===== src/rtl/piso_tx_reg_pkg.sv =====
// Shared definitions for the serial transmit blocks: FSM encodings,
// default word width and counter sizing helper.
package piso_tx_reg_pkg;

    typedef enum logic [1:0] {
        TX_IDLE  = 2'd0,
        TX_SHIFT = 2'd1,
        TX_DONE  = 2'd2
    } tx_state_e;

    localparam int TX_DEFAULT_WIDTH = 8;

    // Counter must hold n-1; never narrower than one bit.
    function automatic int cnt_width(input int w);
        return (w > 2) ? $clog2(w) : 1;
    endfunction

endpackage


===== src/rtl/piso_tx_reg_dn_counter.sv =====
// Loadable down-counter with zero flag; saturates at zero instead of wrapping.
module dn_counter #(
    parameter int W = 3
) (
    input  logic         clk,
    input  logic         rst_n,
    input  logic         load,
    input  logic [W-1:0] load_val,
    input  logic         dec,
    output logic         zero
);

    logic [W-1:0] cnt_q;
    logic [W-1:0] cnt_d;

    // Next count: load wins over decrement, decrement stops at zero.
    always_comb begin
        cnt_d = cnt_q;
        if (load) begin
            cnt_d = load_val;
        end else if (dec && (cnt_q != {W{1'b0}})) begin
            cnt_d = cnt_q - {{(W-1){1'b0}}, 1'b1};
        end else begin
            cnt_d = cnt_q;
        end
    end

    // Count register.
    always_ff @(posedge clk or negedge rst_n) begin
        if (!rst_n) begin
            cnt_q <= {W{1'b0}};
        end else begin
            cnt_q <= cnt_d;
        end
    end

    assign zero = (cnt_q == {W{1'b0}});

endmodule


===== src/rtl/piso_tx_reg.sv =====
// Parallel-in/serial-out transmit register: loads an n-bit word in IDLE and
// shifts it out MSB first, one bit per enabled clock, with valid/busy/done flags.
module piso_tx_reg
    import piso_tx_reg_pkg::*;
#(
    parameter int n = TX_DEFAULT_WIDTH
) (
    input  logic         clk,
    input  logic         clr,
    input  logic [n-1:0] in,
    input  logic         ld,
    input  logic         en,
    output logic         sout,
    output logic         sout_v,
    output logic         busy,
    output logic         done
);

    localparam int CW = cnt_width(n);

    tx_state_e    state_q;
    tx_state_e    state_d;
    logic [n-1:0] sh_q;
    logic [n-1:0] sh_d;
    logic         sout_q;
    logic         sout_d;
    logic         sout_v_q;
    logic         sout_v_d;
    logic         busy_q;
    logic         busy_d;
    logic         done_q;
    logic         done_d;
    logic         cnt_ld_s;
    logic         cnt_dec_s;
    logic         cnt_zero_s;

    dn_counter #(
        .W (CW)
    ) u_cnt (
        .clk      (clk),
        .rst_n    (clr),
        .load     (cnt_ld_s),
        .load_val (CW'(n - 1)),
        .dec      (cnt_dec_s),
        .zero     (cnt_zero_s)
    );

    // Next state and shift register; the cnt==0 test is checked before any decrement.
    always_comb begin
        state_d   = state_q;
        sh_d      = sh_q;
        cnt_ld_s  = 1'b0;
        cnt_dec_s = 1'b0;
        case (state_q)
            TX_IDLE: begin
                if (ld) begin
                    sh_d     = in;
                    cnt_ld_s = 1'b1;
                    state_d  = TX_SHIFT;
                end else begin
                    state_d = TX_IDLE;
                end
            end
            TX_SHIFT: begin
                if (en) begin
                    if (cnt_zero_s) begin
                        state_d = TX_DONE;
                    end else begin
                        sh_d      = {sh_q[n-2:0], 1'b0};
                        cnt_dec_s = 1'b1;
                    end
                end else begin
                    state_d = TX_SHIFT;
                end
            end
            TX_DONE: begin
                state_d = TX_IDLE;
            end
            default: begin
                state_d = TX_IDLE;
            end
        endcase
    end

    // Outputs are precomputed from next state so they leave flops directly.
    always_comb begin
        sout_d   = (state_d == TX_SHIFT) ? sh_d[n-1] : 1'b0;
        sout_v_d = (state_d == TX_SHIFT);
        busy_d   = (state_d != TX_IDLE);
        done_d   = (state_d == TX_DONE);
    end

    // FSM, shift register and registered outputs.
    always_ff @(posedge clk or negedge clr) begin
        if (!clr) begin
            state_q  <= TX_IDLE;
            sh_q     <= {n{1'b0}};
            sout_q   <= 1'b0;
            sout_v_q <= 1'b0;
            busy_q   <= 1'b0;
            done_q   <= 1'b0;
        end else begin
            state_q  <= state_d;
            sh_q     <= sh_d;
            sout_q   <= sout_d;
            sout_v_q <= sout_v_d;
            busy_q   <= busy_d;
            done_q   <= done_d;
        end
    end

    assign sout   = sout_q;
    assign sout_v = sout_v_q;
    assign busy   = busy_q;
    assign done   = done_q;

endmodule


===== config.mk =====
export PLATFORM = sky130hd
export DESIGN_NAME = piso_tx_reg
export DESIGN_NICKNAME = d
export VERILOG_FILES = /design/src/rtl/piso_tx_reg_pkg.sv /design/src/rtl/piso_tx_reg_dn_counter.sv /design/src/rtl/piso_tx_reg.sv
export SDC_FILE = /design/constraint.sdc
export NUM_CORES = 1
export LEC_CHECK = 0
export BUFFER_PORTS_ARGS = -buffer_cell sky130_fd_sc_hd__buf_2
export CAP_MARGIN = 30
export CORE_UTILIZATION = 40
export CTS_CLUSTER_SIZE = 8
export DETAILED_ROUTE_END_ITERATION = 8
export GPL_TIMING_DRIVEN = 0
export PLACE_DENSITY = 0.66
export SYNTH_ARGS = -nofsm -noshare
export SYNTH_HDL_FRONTEND = slang
export SYNTH_SLANG_ARGS = --single-unit

===== constraint.sdc =====
create_clock -name clk -period 3.8 [get_ports clk]
set_clock_uncertainty 0.15 [all_clocks]
set_input_delay 0.19 -clock clk [delete_from_list [all_inputs] [get_ports clk]]
set_output_delay 0.19 -clock clk [all_outputs]
set_load 0.1 [all_outputs]

==> impl_metrics.csv <==
group,metric,value,unit
cts,insertion_delay,0.28,ns
drt,drt_iter0_markers,11,
sta,setup_violations,0,
synth,synth_top_family_by_area,"simple AND/OR/NAND/NOR gates",
power_and_ir_drop,power_density,794,nW/um2
floorplan,die_area,2120,um2
finish,area_growth,21.0,%
synth,syn_inst,65,
synth,ys_seq_area_frac,0.549,
sta,hold_viol_final,0,
worst_setup_path,cp.arrival,1.88,ns
drt,drc,0,
synth,synth_xor_area_frac,0,
synth,synthMuxAreaShare,0,
drt,wl,1.36,mm
outcome,status,"finished clean",
grt,grt_pass1_wl,2.43,mm
sta,setup-tns-final,0,ns
worst_setup_path,cp-start-kind,"flop",
placed_design,gp_congestion,0.753,
power_and_ir_drop,ir_drop,0.346,mV
grt,grtUsageTotal,0.166,
placed_design,place_ws,1.99,ns
cts,clock-sinks,17,
synth,synth_compound_area_frac,0.179,
drt,drt_first_pass_iters,3,
sta,fin_crit_sh,0.489,
sta,rsz0062_at_grt,"false",
grt,grt_max_degree,18,
grt,grt_pass1_vias,566,
synth,ys_types,27,
sta,min_period,1.86,ns
cts,clk_path_buf_depth,2,
floorplan,fp-row-count,15,
finish,antenna_cells,0,
synth,synth_area_per_cell,11.9,um2
sta,relSlewSlack,0.633,
synth,synth.ff_latch_count,17,
floorplan,io_pins,16,
cts,post_cts_buffers,0,
cts,tritoncts,"done",
drt,wl_per_cell,12.1,um
drt,vias,581,
worst_setup_path,cp.required,3.82,ns
floorplan,die_h,46,um
sta,slew_viol_final,0,
finish,fin_cells,112,
worst_setup_path,path_class,"flop to flop",
synth,synth_fa_ha_area_frac,0.0323,
power_and_ir_drop,p_leak,0.447,nW
floorplan,core,1760,um2
cts,cts_buffers,3,
job,drv_cap,0,
cts,path_clk_slew,0.09,ns
grt,grt_overflow_total,0,
worst_setup_path,cp-end-kind,"flop",
cts,cts_resized,0,
synth,yosys_warnings,0,
synth,synth-simple-area-share,0.208,
synth,synthesis.nets,79,
placed_design,dp_hpwl,974,um
placed_design,numPortBuffers,15,
cts,root_buffer,"clkbuf_4",
hold_path,hold_path_class,"primary input to flop",
grt,grt_antenna_before_repair,0,
cts,htreeDepth,1,
finish,drive_gt1_frac,0.299,
worst_setup_path,rrSetupSlack,1.94,ns
sta,worst_slack,1.94,ns
placed_design,dp.cells,105,
worst_setup_path,crit_fanout,9,
drt,viasPerCell,5.19,
sta,worst_slew_pin_slew,0.548,ns
floorplan,die_x,46,um
floorplan,initial_core_util,0.439,
sta,whs,0.0276,ns
synth,syn_area,774,um2
sta,max_freq,538,MHz
finish,nNetsFinal,102,
drt,antenna_left,0,
registers in the layout, summed over array words and instances, names as in the netlist:
| signal | flops |
|---|---|
| sh_q | 8 |
| u_cnt.cnt_q | 3 |
| state_q | 2 |
| busy | 1 |
| done | 1 |
| sout | 1 |
| sout_v | 1 |
cell type report:
cell class | count | area, um2
inverters | 2 | 7.51
flip-flops and latches | 17 | 425
plain buffers | 2 | 16.3
repair buffers | 18 | 105
fillers | 169 | 827
multi-input cells | 44 | 325
well taps | 25 | 31.3
clock buffers | 4 | 26.3
routing by layer:
layer | vias up | global-route usage | share of wire
met4 | 0 | 0.0353 | 0
met2 | 17 | 0.256 | 0.44
li1 | 288 | - | -
met3 | 0 | 0.0595 | 0.052
met5 | - | 0 | 0
met1 | 276 | 0.221 | 0.50
layout by cell type, fill, tap and decap left out:
master	n
nand2_1	3
nand2b_1	1
o21ai_0	2
and3_1	1
clkbuf_4	3
inv_1	2
buf_6	1
buf_2	16
dfrtp_1	17
nor2_2	1
o211a_1	1
nor2_1	2
o31a_2	1
a31oi_1	1
dlygate4sd3_1	3
nor2b_1	1
ha_1	2
o211ai_1	1
and2_1	7
nand3b_1	1
a221o_1	6
nor3b_2	1
clkbuf_1	1
or3b_4	1
a21oi_2	1
and3b_2	1
nor3_1	2
or3_1	2
nand3_1	2
a311oi_1	3
repair_timing:
item	CTS	global route
hold endpoints to repair	19	0
hold buffers	3	0
endpoints found under the setup margin	0	0
stage by stage:
stage	power [mW]	cell area, um2	utilization
global route	0.808	937	0.531
floorplan	0.582	774	-
finish	0.744	937	0.531
CTS	0.752	937	0.531
global placement	0.645	881	0.499
detailed placement	0.653	881	0.499
synth_stat cells (all sizes together):
library cell | n | area share
nor3 | 2 | 0.013
inv | 2 | 0.0097
ha | 2 | 0.032
and3b | 1 | 0.013
a31oi | 1 | 0.0081
nand2b | 1 | 0.0081
nor2 | 3 | 0.018
dfrtp | 17 | 0.55
nand3b | 1 | 0.0097
a311oi | 3 | 0.034
o21ai | 2 | 0.013
or3b | 1 | 0.015
o211ai | 1 | 0.0097
and2 | 7 | 0.057
buf | 2 | 0.021
nor3b | 1 | 0.016
and3 | 1 | 0.0081
nand2 | 3 | 0.015
a21oi | 1 | 0.011
or3 | 2 | 0.016
o211a | 1 | 0.013
nand3 | 2 | 0.013
a221o | 6 | 0.078
nor2b | 1 | 0.0081
o31a | 1 | 0.013
cells by family (layout without fill, tap and decap cells):
group | count (synthesis) | in the layout
simple gates | 26 | 26
flops | 17 | 17
compound gates | 16 | 16
buf+inv | 4 | 26
fa+ha+maj | 2 | 2
report_power, final:
part           total (mW)  switching (mW)  internal, mW  leakage [nW]
clock              0.0911          0.0504        0.0408        0.0150
sequential          0.283          0.0305         0.253         0.208
combinational       0.370           0.241         0.129         0.223
total               0.744           0.322         0.422         0.447
critical path: stages (launching register included):
cell	delay (ns)
dfrtp_1	0.38
inv_1	0.10
ha_1	0.18
nor2b_1	0.37
nor2_2	0.17
a221o_1	0.39
worst paths after layout:
path | cells past startpoint | endpoint | from
setup / recovery | 5 | sh_q[1] | u_cnt.cnt_q[0]
hold / removal | 3 | busy | ld
setup reg to reg | 5 | sh_q[1] | u_cnt.cnt_q[0]
hold reg to reg | 1 | sh_q[3] | sh_q[2]
max in group asynchronous | 2 | sh_q[5] | clr
min in group asynchronous | 2 | u_cnt.cnt_q[2] | clr
(Power assumes the default switching activity.)
